<file path="config.mk">
export PLATFORM = sky130hd
export DESIGN_NAME = alu_pipe
export DESIGN_NICKNAME = d
export VERILOG_FILES = /design/src/rtl/alu_pipe_pkg.sv /design/src/rtl/alu_mul_seq.sv /design/src/rtl/alu_pipe.sv
export SDC_FILE = /design/constraint.sdc
export NUM_CORES = 1
export LEC_CHECK = 0
export BUFFER_PORTS_ARGS = -buffer_cell sky130_fd_sc_hd__buf_4
export CORE_MARGIN = 10
export CORE_UTILIZATION = 35
export CTS_BUF_LIST = sky130_fd_sc_hd__clkbuf_16
export DETAILED_ROUTE_END_ITERATION = 6
export PLACE_DENSITY = 0.62
export SYNTH_ARGS = -nofsm -noshare
export SYNTH_HDL_FRONTEND = slang
export SYNTH_SLANG_ARGS = --single-unit
</file>
<file path="constraint.sdc">
create_clock -name CLOCK_50 -period 5.2 [get_ports CLOCK_50]
set_input_delay 1.04 -clock CLOCK_50 [delete_from_list [all_inputs] [get_ports CLOCK_50]]
set_output_delay 1.04 -clock CLOCK_50 [all_outputs]
set_load 0.02 [all_outputs]
</file>
<file path="src/rtl/alu_pipe_pkg.sv">
`default_nettype none
// ============================================================================
// Module      : alu_pkg
// Description : Shared definitions for the pipelined ALU: opcode encodings,
//               NZCV bit positions and opcode classification helpers.
// Ports       : none (package)
// Revision    : 1.0 - initial release
// ============================================================================
package alu_pkg;

  typedef enum logic [4:0] {
    OP_AND = 5'b00000,
    OP_EOR = 5'b00001,
    OP_SUB = 5'b00010,
    OP_RSB = 5'b00011,
    OP_ADD = 5'b00100,
    OP_ADC = 5'b00101,
    OP_SBC = 5'b00110,
    OP_RSC = 5'b00111,
    OP_TST = 5'b01000,
    OP_TEQ = 5'b01001,
    OP_CMP = 5'b01010,
    OP_CMN = 5'b01011,
    OP_ORR = 5'b01100,
    OP_MOV = 5'b01101,
    OP_BIC = 5'b01110,
    OP_MVN = 5'b01111,
    OP_MUL = 5'b10000
  } op_e;

  localparam int FLAG_N = 3;
  localparam int FLAG_Z = 2;
  localparam int FLAG_C = 1;
  localparam int FLAG_V = 0;

  // Compare-class ops: never write back, always commit flags.
  function automatic logic is_test_op(input logic [4:0] cmd);
    return (cmd == OP_TST) || (cmd == OP_TEQ) || (cmd == OP_CMP) || (cmd == OP_CMN);
  endfunction

endpackage
`default_nettype wire

</file>
<file path="src/rtl/alu_mul_seq.sv">
`default_nettype none
// ============================================================================
// Module      : alu_mul_seq
// Description : Radix-2 shift-add multiplier, one partial product per cycle.
//               Returns the low WIDTH bits of a*b (unsigned).
// Ports       : clk, rst_n     - clock / async active-low reset
//               start          - load operands and begin
//               abort          - synchronous cancel of the running multiply
//               a, b           - operands, sampled on start
//               done           - high for the cycle product is final
//               product        - accumulated result
// Revision    : 1.0 - initial release
// ============================================================================
module alu_mul_seq #(
  parameter int WIDTH = 32,
  parameter int ITERS = WIDTH
) (
  input  logic             clk,
  input  logic             rst_n,
  input  logic             start,
  input  logic             abort,
  input  logic [WIDTH-1:0] a,
  input  logic [WIDTH-1:0] b,
  output logic             done,
  output logic [WIDTH-1:0] product
);

  localparam int CW = $clog2(ITERS + 1);

  logic [WIDTH-1:0] mcand;
  logic [WIDTH-1:0] mplier;
  logic [WIDTH-1:0] acc;
  logic [CW-1:0]    cnt;
  logic             run;

  always_ff @(posedge clk or negedge rst_n) begin
    if (!rst_n) begin
      mcand  <= '0;
      mplier <= '0;
      acc    <= '0;
      cnt    <= '0;
      run    <= 1'b0;
    end else if (abort) begin
      run <= 1'b0;
      cnt <= '0;
    end else if (start) begin
      mcand  <= a;
      mplier <= b;
      acc    <= '0;
      cnt    <= CW'(ITERS);
      run    <= 1'b1;
    end else if (run) begin
      if (cnt != '0) begin
        if (mplier[0]) acc <= acc + mcand;
        mcand  <= mcand << 1;
        mplier <= mplier >> 1;
        cnt    <= cnt - 1'b1;
      end else begin
        // Result consumed by the parent on this edge.
        run <= 1'b0;
      end
    end
  end

  assign done    = run && (cnt == '0);
  assign product = acc;

endmodule
`default_nettype wire

</file>
<file path="src/rtl/alu_pipe.sv">
`default_nettype none
// ============================================================================
// Module      : alu_pipe
// Description : Handshaked ARM-style data-processing ALU with iterative
//               multiply, owning the NZCV flag register and a one-entry
//               registered output stage.
// Ports       : CLOCK_50, RESET_n   - clock / async active-low reset
//               flush               - abort in-flight op and output entry
//               in_valid/in_ready   - request handshake
//               src1, src2, CTRL_cmd, set_flags,
//               src2shift_carry, was_shifted - request payload
//               out_valid/out_ready - result handshake
//               ALU_output, out_wb, out_illegal - result entry
//               NZCV                - architectural flags (N = bit 3)
// Revision    : 1.0 - initial release
// ============================================================================
module alu_pipe
  import alu_pkg::*;
#(
  parameter int WIDTH      = 32,
  parameter int MUL_CYCLES = WIDTH
) (
  input  logic             CLOCK_50,
  input  logic             RESET_n,
  input  logic             flush,
  input  logic             in_valid,
  output logic             in_ready,
  input  logic [WIDTH-1:0] src1,
  input  logic [WIDTH-1:0] src2,
  input  logic             src2shift_carry,
  input  logic             was_shifted,
  input  logic [4:0]       CTRL_cmd,
  input  logic             set_flags,
  output logic             out_valid,
  input  logic             out_ready,
  output logic [WIDTH-1:0] ALU_output,
  output logic             out_wb,
  output logic             out_illegal,
  output logic [3:0]       NZCV
);

  typedef enum logic [0:0] {
    ST_IDLE = 1'b0,
    ST_MUL  = 1'b1
  } state_e;

  state_e           state, state_nx;
  logic             rdy_en;      // holds in_ready low until the first edge after reset
  logic             accept, pop, is_mul, mul_start, mul_done, mul_sf;
  logic [WIDTH-1:0] product;

  logic [WIDTH-1:0] add_a, add_b, result;
  logic             add_cin, is_arith, illegal, wr_back, commit;
  logic [WIDTH:0]   sum;
  logic [3:0]       flags_nx, mul_flags;

  // A request coinciding with flush must not be accepted.
  assign in_ready  = rdy_en && (state == ST_IDLE) && (!out_valid || out_ready) && !flush;
  assign accept    = in_valid && in_ready;
  assign pop       = out_valid && out_ready;
  assign is_mul    = (CTRL_cmd == OP_MUL);
  assign mul_start = accept && is_mul;

  alu_mul_seq #(
    .WIDTH (WIDTH),
    .ITERS (MUL_CYCLES)
  ) u_mul (
    .clk     (CLOCK_50),
    .rst_n   (RESET_n),
    .start   (mul_start),
    .abort   (flush),
    .a       (src1),
    .b       (src2),
    .done    (mul_done),
    .product (product)
  );

  // ---------------- FSM ----------------
  always_ff @(posedge CLOCK_50 or negedge RESET_n) begin
    if (!RESET_n) state <= ST_IDLE;
    else          state <= state_nx;
  end

  always_comb begin
    state_nx = state;
    if (flush) begin
      state_nx = ST_IDLE;
    end else begin
      case (state)
        ST_IDLE: if (mul_start) state_nx = ST_MUL;
        ST_MUL:  if (mul_done)  state_nx = ST_IDLE;
        default: state_nx = ST_IDLE;
      endcase
    end
  end

  // ---------------- adder operand selection ----------------
  // Subtraction is a + ~b + cin; reverse forms swap the operands.
  always_comb begin
    add_a    = '0;
    add_b    = '0;
    add_cin  = 1'b0;
    is_arith = 1'b1;
    case (CTRL_cmd)
      OP_SUB, OP_CMP: begin add_a = src1; add_b = ~src2; add_cin = 1'b1;         end
      OP_RSB:         begin add_a = src2; add_b = ~src1; add_cin = 1'b1;         end
      OP_ADD, OP_CMN: begin add_a = src1; add_b = src2;  add_cin = 1'b0;         end
      OP_ADC:         begin add_a = src1; add_b = src2;  add_cin = NZCV[FLAG_C]; end
      OP_SBC:         begin add_a = src1; add_b = ~src2; add_cin = NZCV[FLAG_C]; end
      OP_RSC:         begin add_a = src2; add_b = ~src1; add_cin = NZCV[FLAG_C]; end
      default:        is_arith = 1'b0;
    endcase
  end

  assign sum = {1'b0, add_a} + {1'b0, add_b} + {{WIDTH{1'b0}}, add_cin};

  // ---------------- result and flag computation ----------------
  always_comb begin
    result   = '0;
    illegal  = 1'b0;
    flags_nx = NZCV;
    case (CTRL_cmd)
      OP_AND, OP_TST: result = src1 & src2;
      OP_EOR, OP_TEQ: result = src1 ^ src2;
      OP_ORR:         result = src1 | src2;
      OP_MOV:         result = src2;
      OP_BIC:         result = src1 & ~src2;
      OP_MVN:         result = ~src2;
      OP_MUL:         result = '0;   // product is loaded from the multiplier later
      default: begin
        if (is_arith) result = sum[WIDTH-1:0];
        else          illegal = 1'b1;
      end
    endcase

    if (is_arith) begin
      flags_nx[FLAG_N] = result[WIDTH-1];
      flags_nx[FLAG_Z] = (result == '0);
      flags_nx[FLAG_C] = sum[WIDTH];
      // Overflow: both addends share a sign that the result does not.
      flags_nx[FLAG_V] = (add_a[WIDTH-1] == add_b[WIDTH-1]) &&
                         (result[WIDTH-1] != add_a[WIDTH-1]);
    end else if (!illegal && !is_mul) begin
      flags_nx[FLAG_N] = result[WIDTH-1];
      flags_nx[FLAG_Z] = (result == '0);
      if (was_shifted) flags_nx[FLAG_C] = src2shift_carry;
    end
  end

  assign wr_back = !illegal && !is_test_op(CTRL_cmd);
  assign commit  = !illegal && (set_flags || is_test_op(CTRL_cmd));

  always_comb begin
    mul_flags         = NZCV;
    mul_flags[FLAG_N] = product[WIDTH-1];
    mul_flags[FLAG_Z] = (product == '0);
  end

  // ---------------- output entry and flag register ----------------
  always_ff @(posedge CLOCK_50 or negedge RESET_n) begin
    if (!RESET_n) begin
      rdy_en      <= 1'b0;
      mul_sf      <= 1'b0;
      out_valid   <= 1'b0;
      ALU_output  <= '0;
      out_wb      <= 1'b0;
      out_illegal <= 1'b0;
      NZCV        <= 4'b0000;
    end else begin
      rdy_en <= 1'b1;
      if (mul_start) mul_sf <= set_flags;

      if (flush) begin
        out_valid <= 1'b0;
      end else if (state == ST_MUL) begin
        if (mul_done) begin
          out_valid   <= 1'b1;
          ALU_output  <= product;
          out_wb      <= 1'b1;
          out_illegal <= 1'b0;
          if (mul_sf) NZCV <= mul_flags;
        end
      end else if (accept && !is_mul) begin
        out_valid   <= 1'b1;
        ALU_output  <= result;
        out_wb      <= wr_back;
        out_illegal <= illegal;
        if (commit) NZCV <= flags_nx;
      end else if (pop) begin
        out_valid <= 1'b0;
      end
    end
  end

endmodule
`default_nettype wire

</file>
Yosys cells after proc, flatten, opt, wreduce, memory -nomap -nowiden
Index checks and enable logic that the tools add are counted.
Storage, ports and cells
  output and inout port bits: 40
  register bits after elaboration: 145
Operators by class
  add/subtract/negate cells: 4
  equality and inequality tests: 21
  bitwise logic cells: 8
  reduce and logical (&&, ||, !) cells: 56
  mux-type cells: 52
Operators with widths (number)
  32-bit 2-to-1 mux: 14
  32-bit case mux with 7 select lines: 1
  32-bit case mux with 3 select lines: 1
  32-bit bitwise AND: 2
  32-bit zero test: 2
  32-bit NOT: 2
  32-bit case mux with 2 select lines: 1
  5-bit by 4-bit equality test with 1-bit output (second input constant): 8
  32-bit by 32-bit adder with 33-bit output: 1
  33-bit by 1-bit adder with 33-bit output: 1
  32-bit adder: 1
  32-bit bitwise OR: 1
  32-bit XOR: 1
  6-bit 2-to-1 mux: 4
  1-bit 2-to-1 mux: 22
  5-bit by 3-bit equality test with 1-bit output (second input constant): 4
  4-bit 2-to-1 mux: 5
  2-bit nonzero test: 7
  1-bit logical AND: 12
  6-bit AND reduction: 2
  3-bit OR reduction: 4
  5-bit by 2-bit equality test with 1-bit output (second input constant): 2
  3-bit nonzero test: 3
  9-bit OR reduction: 1
  other kinds (23): 39

Depth between registers and ports, before layout
Gate-level depths: netlist of the first run.
  word-level depth: 13
  mapped depth: 21
  depth with buffers taken out: 17

Cells and area by module
From an unflattened synthesis of the first run, not the netlist that was laid out.
Second synthesis, totals
  cells, all modules: 1643
  area total of the unflattened synthesis: 13081.3 um2
Modules (own cells, without submodules)
  alu_pipe: cells an instance 1014, sequential area each 1051.0 um2, times used 1, area an instance 7081.8 um2
  alu_mul_seq: cells an instance 629, sequential area each 2577.5 um2, times used 1, area an instance 5999.5 um2

Worst setup path before layout of the first run
Ideal clock, no wire load.
  path kind: input-to-reg
  from: input CTRL_cmd[1]
  to: register NZCV[2]
  setup slack: -965 ps
  arrival: 6089 ps
  cell stages on the path: 20
  required time: 5124 ps
  path buffers: 4
  cells stage by stage: buf_2 > buf_1 > clkbuf_1 > nand3_1 > a21oi_1 > nand2b_1 > clkbuf_1 > a22oi_1 > fa_1 > fa_1 > nand2b_1 > a21oi_1 > o21a_1 > o21ai_0 > a41o_1 > or4_1 > or4_1 > nor4_1 > nand4_1 > o21ai_1
On the way
  cells in the longest elaborated chain, start to end: 13
RTL lines
  start: declaration: RTL line alu_pipe.sv:32  | input logic [4:0] CTRL_cmd,
  5-bit by 4-bit equality test with 1-bit output, or another cell as far along: RTL line alu_pipe_pkg.sv:38, alu_pipe.sv:104
  6-bit OR reduction (no line), or another cell as far along
  32-bit case mux with 2 select lines or 32-bit case mux with 3 select lines (tied branches): RTL line alu_pipe.sv:104  | case (CTRL_cmd)
  32-bit by 32-bit adder with 33-bit output: RTL line alu_pipe.sv:115  | assign sum = {1'b0, add_a} + {1'b0, add_b} + {{WIDTH{1'b0}}, add_cin};
  33-bit by 1-bit adder with 33-bit output: RTL line alu_pipe.sv:115
  32-bit 2-to-1 mux: RTL line alu_pipe.sv:131  | if (is_arith) result = sum[WIDTH-1:0];
  32-bit case mux with 7 select lines: RTL line alu_pipe.sv:122  | case (CTRL_cmd)
  32-bit zero test: RTL line alu_pipe.sv:138, alu_pipe.sv:145
  3-bit 2-to-1 mux: RTL line alu_pipe.sv:143  | end else if (!illegal && !is_mul) begin
  3-bit 2-to-1 mux: RTL line alu_pipe.sv:136  | if (is_arith) begin
  4-bit 2-to-1 mux: RTL line alu_pipe.sv:188  | if (commit) NZCV <= flags_nx;
  4-bit 2-to-1 mux: RTL line alu_pipe.sv:183  | end else if (accept && !is_mul) begin
  4-bit 2-to-1 mux: RTL line alu_pipe.sv:175  | end else if (state == ST_MUL) begin
  end signal: assignment: RTL line alu_pipe.sv:181  | if (mul_sf) NZCV <= mul_flags;
  end signal: assignment: RTL line alu_pipe.sv:188
  end: declaration: RTL line alu_pipe.sv:39  | output logic [3:0] NZCV
Several ways; a longest one is shown, not always the timed one. The select of a mux whose other input is x is not followed.
A chain may end at the register's enable or synchronous reset.

Final worst setup path of the first run
  from: input CTRL_cmd[1]
  to: register ALU_output[22]
On the way
  cells in the longest elaborated chain, start to end: 9
RTL lines
  5-bit by 4-bit equality test with 1-bit output, or another cell as far along: RTL line alu_pipe.sv:104
  6-bit OR reduction (no line), or another cell as far along
  32-bit case mux with 2 select lines or 32-bit case mux with 3 select lines (tied branches): RTL line alu_pipe.sv:104
  32-bit by 32-bit adder with 33-bit output: RTL line alu_pipe.sv:115
  33-bit by 1-bit adder with 33-bit output: RTL line alu_pipe.sv:115
  32-bit 2-to-1 mux: RTL line alu_pipe.sv:131
  32-bit case mux with 7 select lines: RTL line alu_pipe.sv:122
  32-bit 2-to-1 mux: RTL line alu_pipe.sv:183
  32-bit 2-to-1 mux: RTL line alu_pipe.sv:175
  end signal: assignment: RTL line alu_pipe.sv:178  | ALU_output <= product;
  end signal: assignment: RTL line alu_pipe.sv:185  | ALU_output <= result;
  end: declaration: RTL line alu_pipe.sv:36  | output logic [WIDTH-1:0] ALU_output,
Several ways; a longest one is shown, not always the timed one. The select of a mux whose other input is x is not followed.

==> reports/qor.csv, run 1 <==
stage,metric,value,unit
outcome,status,completed,
timing,period_minus_slack,5110,ps
finish,drive_above_1_share,16.9,%
global_routing,grt_pass1_wl,75.2,mm
finish,seq_area,3630,µm²
detailed_routing,routedWlPerCell,20.6,µm
placed_design,place.gp.congestion,0.947,
die,start_util,35.4,%
power,leakagePower,7.33,nW
yosys,synth_nets,1915,
placed_design,placed_area,15100,µm²
timing,relSlewSlack,28.3,%
setup_path,critPathMostFrequentCell,buf_4,
timing,fin_worst_skew,15.9,ps
global_routing,grt_antenna_before_repair,3,
yosys,synth_ff_type,dfrtp_1,
setup_path,worstSetupPathType,in2reg,
setup_path,crit_chain,buf_4 -> or3b_4 -> a21oi_4 -> nand2b_4 -> buf_4 -> nand2_1 -> o21ai_0 -> ha_1 -> a21oi_1 -> o21ai_0 -> a211oi_1 -> buf_4 -> nand2_1 -> o31a_1 -> a41oi_1 -> xnor2_1 -> a2111oi_0 -> buf_4 -> o31ai_1,
clock_network,cts_root_buffer,clkbuf_16,
min_path,hp-class,reg2reg,
power,power.density,250,nW/µm²
clock_network,clk_path_buf_depth,2,
finish,area_delta_synth_final,21.4,%
placed_design,numPortBuffers,116,
yosys,syn_inst,1740,
setup_path,crit_path_start_kind,primary input,
clock_network,numClockSinks,145,
placed_design,dp_hpwl,37.3,mm
detailed_routing,wl_met3,3.80,mm
detailed_routing,antenna_left,0,
timing,setup_viol,0,
clock_network,hold_buffers,0,
finish,multiInputGateArea,8540,µm²
yosys,yosysUniqueCellTypes,75,
clock_network,postCtsSetupBuffers,0,
detailed_routing,vias,13700,
yosys,yosysTopAreaCell,dfrtp_1,
yosys,yosys-top-cells-count,"nand2_1 (320), o21ai_0 (158), dfrtp_1 (145), nor2_1 (143), a21oi_1 (106)",
setup_path,critPathMaxFanout,13,
yosys,synth.avg_cell_area,7.43,µm²
timing,rsz0062_at_grt,no,
die,rows,70,
clock_network,numCtsBuffers,17,
timing,hold_viol,0,
yosys,yosys_warnings,0,
placed_design,placed_cells,2342,
global_routing,grt_pass1_vias,13000,
clock_network,ctsHtreeMaxLevel,4,
setup_path,crit_slowest_cell,a2111oi_0,
clock_network,clkTransAtPathRegs,60,ps
detailed_routing,wl_met2,21.7,mm
timing,tightest_slew,1070,ps
detailed_routing,drc,0,
yosys,seq_area_frac_synth,28.1,%
die,fp.dieArea,45000,µm²
yosys,synth_area,12900,µm²
detailed_routing,wl,48.9,mm
die,dieHeight,212,µm
timing,max_freq,196,MHz
die,die_x,212,µm
global_routing,track_usage,21.4,%
yosys,synth_area_leaders,"dfrtp_1 (28%), nand2_1 (9.3%), ha_1 (9.2%)",
detailed_routing,viasPerCell,5.76,
finish,instances_no_fill,2374,
timing,drv_slew,0,
global_routing,grt_max_degree,74,
job,cap_violations,0,
die,pin_count,117,
setup_path,max_stage_delay,670,ps
detailed_routing,drt-pass1-iter-count,6,
timing,setup_ws,94.7,ps
detailed_routing,wl_met1,22.3,mm
setup_path,end_kind,flip-flop,
clock_network,cts_resized,0,
timing,final.setup.tns,0,ps
setup_path,cp.required,5500,ps
yosys,synth.most_common_cell,nand2_1,
finish,n_fill_cell,3660,
timing,period_share,98.2,%
yosys,synth_edf_count,0,
global_routing,overflow,0,
clock_network,insertion_delay,450,ps
yosys,ys_async_sr_fraction,100,%
yosys,synth_top_area_share,28.1,%
yosys,ys_seq_elements,145,
clock_network,cts_tree,done,
power,ir_drop,0.000248,V
finish,nets,2068,
placed_design,post-place-ws,-207,ps
finish,final_area,15700,µm²
detailed_routing,drt_iter0_drc,1325,
die,core,36500,µm²
detailed_routing,dr.max_layer_used,met5,
setup_path,crit_arrival,5410,ps
critical path: cells and delay by family:
family	cells	cell delay, ps
XOR/XNOR	1	170
AO/OA/AOI/OAI	9	2400
adder cells (fa/ha/maj)	1	330
buffers and inverters	4	670
AND/OR/NAND/NOR	4	780
worst paths after layout:
check / from / to / slack [ps] / depth (start not counted)
setup / recovery: CTRL_cmd[1] / ALU_output[22] / 90 / 19
hold / removal: ALU_output[25] / ALU_output[25] / 480 / 2
setup reg to reg: NZCV[1] / ALU_output[22] / 810 / 17
hold reg to reg: ALU_output[25] / ALU_output[25] / 480 / 2
max in group asynchronous: RESET_n / u_mul.mplier[5] / 3610 / 2
min in group asynchronous: RESET_n / u_mul.mcand[23] / 560 / 1
state kept, by name, summed over array words and instances, names as in the netlist:
signal	count
NZCV	4
out_valid	1
ALU_output	32
u_mul.run	1
out_illegal	1
u_mul.mplier	32
out_wb	1
u_mul.cnt	6
rdy_en	1
u_mul.mcand	32
state	1
mul_sf	1
u_mul.product	32
per-stage QoR:
step                      total power [mW]  hold WS, ps  util (%)
after detailed placement              2.63          463      41.3
after CTS                             3.94          477      42.9
final                                 3.92          476      42.9
after global placement                2.61          459      41.3
after global routing                  4.13          500      42.9
after floorplan                       2.10          442         -
kinds of logic after synthesis:
kind of cell / count (synthesis) / synth area share [%]
AOI/OAI and AO/OA: 557 / 28.1
xor gates and xnor gates: 49 / 3.32
adders and majority gates: 98 / 9.66
buffers and inverters: 220 / 6.51
DFF: 145 / 28.1
muxes: 31 / 2.45
other: 1 / 0.0290
and+or+nand+nor: 639 / 21.8
routing by layer:
| layer | vias to the layer above | global-route usage (%) |
|---|---|---|
| met2 | 527 | 32.9 |
| met5 | - | 0 |
| met1 | 6502 | 29.6 |
| met3 | 60 | 3.96 |
| li1 | 6595 | - |
| met4 | 2 | 6.92 |
cells in the final DEF (no fill, tap or decap), types with 6 or more instances in the layout:
cell type	instances
nor3_1	26
o21a_1	15
nand2_1	320
xnor2_1	20
clkbuf_16	17
a211o_1	6
or4_1	6
inv_1	99
a32oi_1	9
a21oi_1	104
nor2b_1	15
a22o_1	8
a31oi_1	69
buf_4	248
nand2b_1	14
nand3_1	25
ha_1	95
a22oi_1	17
a211oi_1	17
o31ai_1	12
o221ai_1	40
and3_1	12
a21o_1	14
o211ai_1	15
a221oi_1	6
xor2_1	29
a32o_1	6
a2111oi_0	6
o21ai_0	156
dfrtp_1	145
nor2_1	143
mux2i_1	26
or3_1	16
nand4_1	16
nor4_1	15
cell type report:
class	instances	share of cell area, %
antenna	1	0.0160
clock buffer	17	2.71
clock inverter	14	1.05
inverter	101	2.43
multi-input combinational	1375	54.5
sequential	145	23.1
tap	468	3.73
timing repair buffer	253	12.5
power by group:
part / switching [mW] / internal (mW) / leakage [nW]
Clock: 0.550 / 0.750 / 0.279
Combinational: 0.706 / 0.511 / 5.18
Sequential: 0.133 / 1.27 / 1.87
Total: 1.39 / 2.53 / 7.33
Note: power is estimated with default switching activity, not from simulation.
==> run 2: changes to the inputs <==
- clock period: 5.2 -> 4.9 ns (I/O delays scaled with it)
==> reports/qor.csv, run 2 (synthesized netlist as in run 1, its figures left out) <==
stage,metric,value,unit
power,power_frac_clock,33.2,%
setup_path,crit_path_start_kind,primary input,
die,start_util,35.4,%
die,die_x,212,µm
setup_path,end_kind,flip-flop,
setup_path,critPathMaxFanout,7,
global_routing,busiest_layer,met2,
detailed_routing,vias,14000,
detailed_routing,antenna_left,0,
setup_path,crit_buf_inv,3,
placed_design,placed_area,15400,µm²
job,cap_violations,0,
setup_path,worstSetupPathType,in2reg,
setup_path,crit_slowest_cell,or3b_4,
detailed_routing,drc,0,
power,p_int,2.71,mW
placed_design,place.gp.congestion,0.970,
clock_network,numCtsBuffers,17,
clock_network,numClockSinks,145,
finish,n_fill_cell,3696,
power,ir_drop,0.000275,V
clock_network,cts_tree,done,
timing,period_share,97.1,%
setup_path,crit_chain,buf_4 -> or3b_4 -> a21oi_4 -> nand2b_4 -> nand2_1 -> o21ai_1 -> ha_1 -> a211o_1 -> a211o_1 -> a221o_1 -> a32o_1 -> buf_4 -> o21a_1 -> buf_4 -> a31oi_1 -> mux2i_1 -> a21oi_2 -> o21ai_0 -> mux2_2,
global_routing,track_usage,21.8,%
min_path,hp-class,reg2reg,
timing,drv_slew,0,
power,switching_share,35.6,%
finish,final_area,16000,µm²
setup_path,crit_arrival,5100,ps
power,power.density,263,nW/µm²
detailed_routing,routedWlPerCell,20.8,µm
timing,tightest_slew,1180,ps
detailed_routing,viasPerCell,5.80,
outcome,status,completed,
power,p_seq_share,35.3,%
timing,relSlewSlack,21.1,%
timing,fin_worst_skew,12.3,ps
die,dieHeight,212,µm
finish,drive_above_1_share,18.4,%
global_routing,grtUsageMet1,29.6,%
timing,max_freq,210,MHz
power,leakagePower,7.53,nW
timing,setup_viol,0,
clock_network,cts_root_buffer,clkbuf_16,
clock_network,clk_path_buf_depth,2,
finish,mostFrequentLayoutCells,"nand2_1 (320), buf_4 (277), o21ai_0 (154)",
die,fp.dieArea,45000,µm²
setup_path,cp.required,5240,ps
global_routing,overflow,0,
setup_path,crit_family,compound AO/OA/AOI/OAI gates,
clock_network,insertion_delay,460,ps
die,rows,70,
die,core,36500,µm²
placed_design,dp_hpwl,37.7,mm
global_routing,grt_max_degree,84,
detailed_routing,drt_iter0_drc,1366,
global_routing,grt_pass1_vias,13500,
finish,final_common_cell,nand2_1,
setup_path,max_stage_delay,400,ps
timing,hold_viol,0,
global_routing,grt_pass1_wl,76.9,mm
clock_network,ctsHtreeMaxLevel,4,
setup_path,critPathMostFrequentCell,buf_4,
finish,area_delta_synth_final,23.9,%
global_routing,grt_antenna_before_repair,0,
timing,period_minus_slack,4760,ps
finish,nets,2100,
detailed_routing,drt-pass1-iter-count,6,
die,pin_count,117,
global_routing,gr-usage-met3,3.59,%
clock_network,clkTransAtPathRegs,70,ps
finish,antenna_cells,0,
power,power.total,4.21,mW
global_routing,use_met2,34.7,%
power,power_frac_comb,31.5,%
placed_design,numPortBuffers,116,
power,p_sw,1.50,mW
detailed_routing,wl,49.9,mm
run 2: cell types whose count changed in the layout (fill, tap and decap cells not counted), sizes merged:
cell	delta
clkinv	-1
inv	+3
nand2b	+1
buf	+31
diode	-1
clkinvlp	-1
run 2: worst min-delay path, cell delays in order, from the launching register on:
cell and delay [ps]:
dfrtp_1 340, nand2_1 50, o21ai_0 60
run 2: area by class of cell:
cell class / count / area (µm²) / area share (%)
Timing Repair Buffer: 284 / 2210 / 13.8
Inverter: 101 / 380 / 2.37
Clock buffer: 17 / 425 / 2.66
Clock inverter: 15 / 171 / 1.07
Sequential cell: 145 / 3630 / 22.7
Tap cell: 468 / 586 / 3.66
Multi-Input combinational cell: 1376 / 8610 / 53.8
run 2: worst paths after layout:
path                             startpoint                end  slack (ps)  cells past startpoint
max                             CTRL_cmd[3]     ALU_output[29]         140                     19
max in group asynchronous           RESET_n    u_mul.mcand[21]        3370                      2
max reg2reg                u_mul.product[1]  u_mul.product[29]         890                     11
min in group asynchronous           RESET_n  u_mul.product[24]         510                      1
min                          ALU_output[21]     ALU_output[21]         480                      2
min reg2reg                  ALU_output[21]     ALU_output[21]         480                      2
run 2: power groups by stage:
stage               registers (mW)  logic [mW]  clock network (mW)
floorplan                     1.53       0.700                   0
global placement              1.50        1.28                   0
detailed placement            1.50        1.30                   0
CTS                           1.48        1.31                1.41
global route                  1.50        1.46                1.46
finish                        1.48        1.32                1.40
run 2: what timing repair did:
item                       CTS  global route
hold buffers                 0             0
setup endpoints to repair    1             6
cloned                       0             1
setup buffers                0             0
gates resized for setup      1             9
pin swaps                    0             5
run 2: layer usage:
layer | wire length (µm) | up-vias
met5 | 0 | -
met4 | 1250 | 0
met3 | 3370 | 86
met2 | 22600 | 522
met1 | 22800 | 6673
li1 | - | 6671
run 2: per-stage QoR:
stage                     setup slack [ps]  instances  utilization (%)  hold WS, ps  setup TNS (ps)
after floorplan                       -181       1740                -          442            -181
after global placement                -480       2373             42.1          455           -2490
after detailed placement              -457       2373             42.1          471           -2970
after CTS                             42.1       2405             43.7          486               0
after global routing                 -38.7       2406             43.9          509           -38.7
final                                  141       2406             43.9          481               0
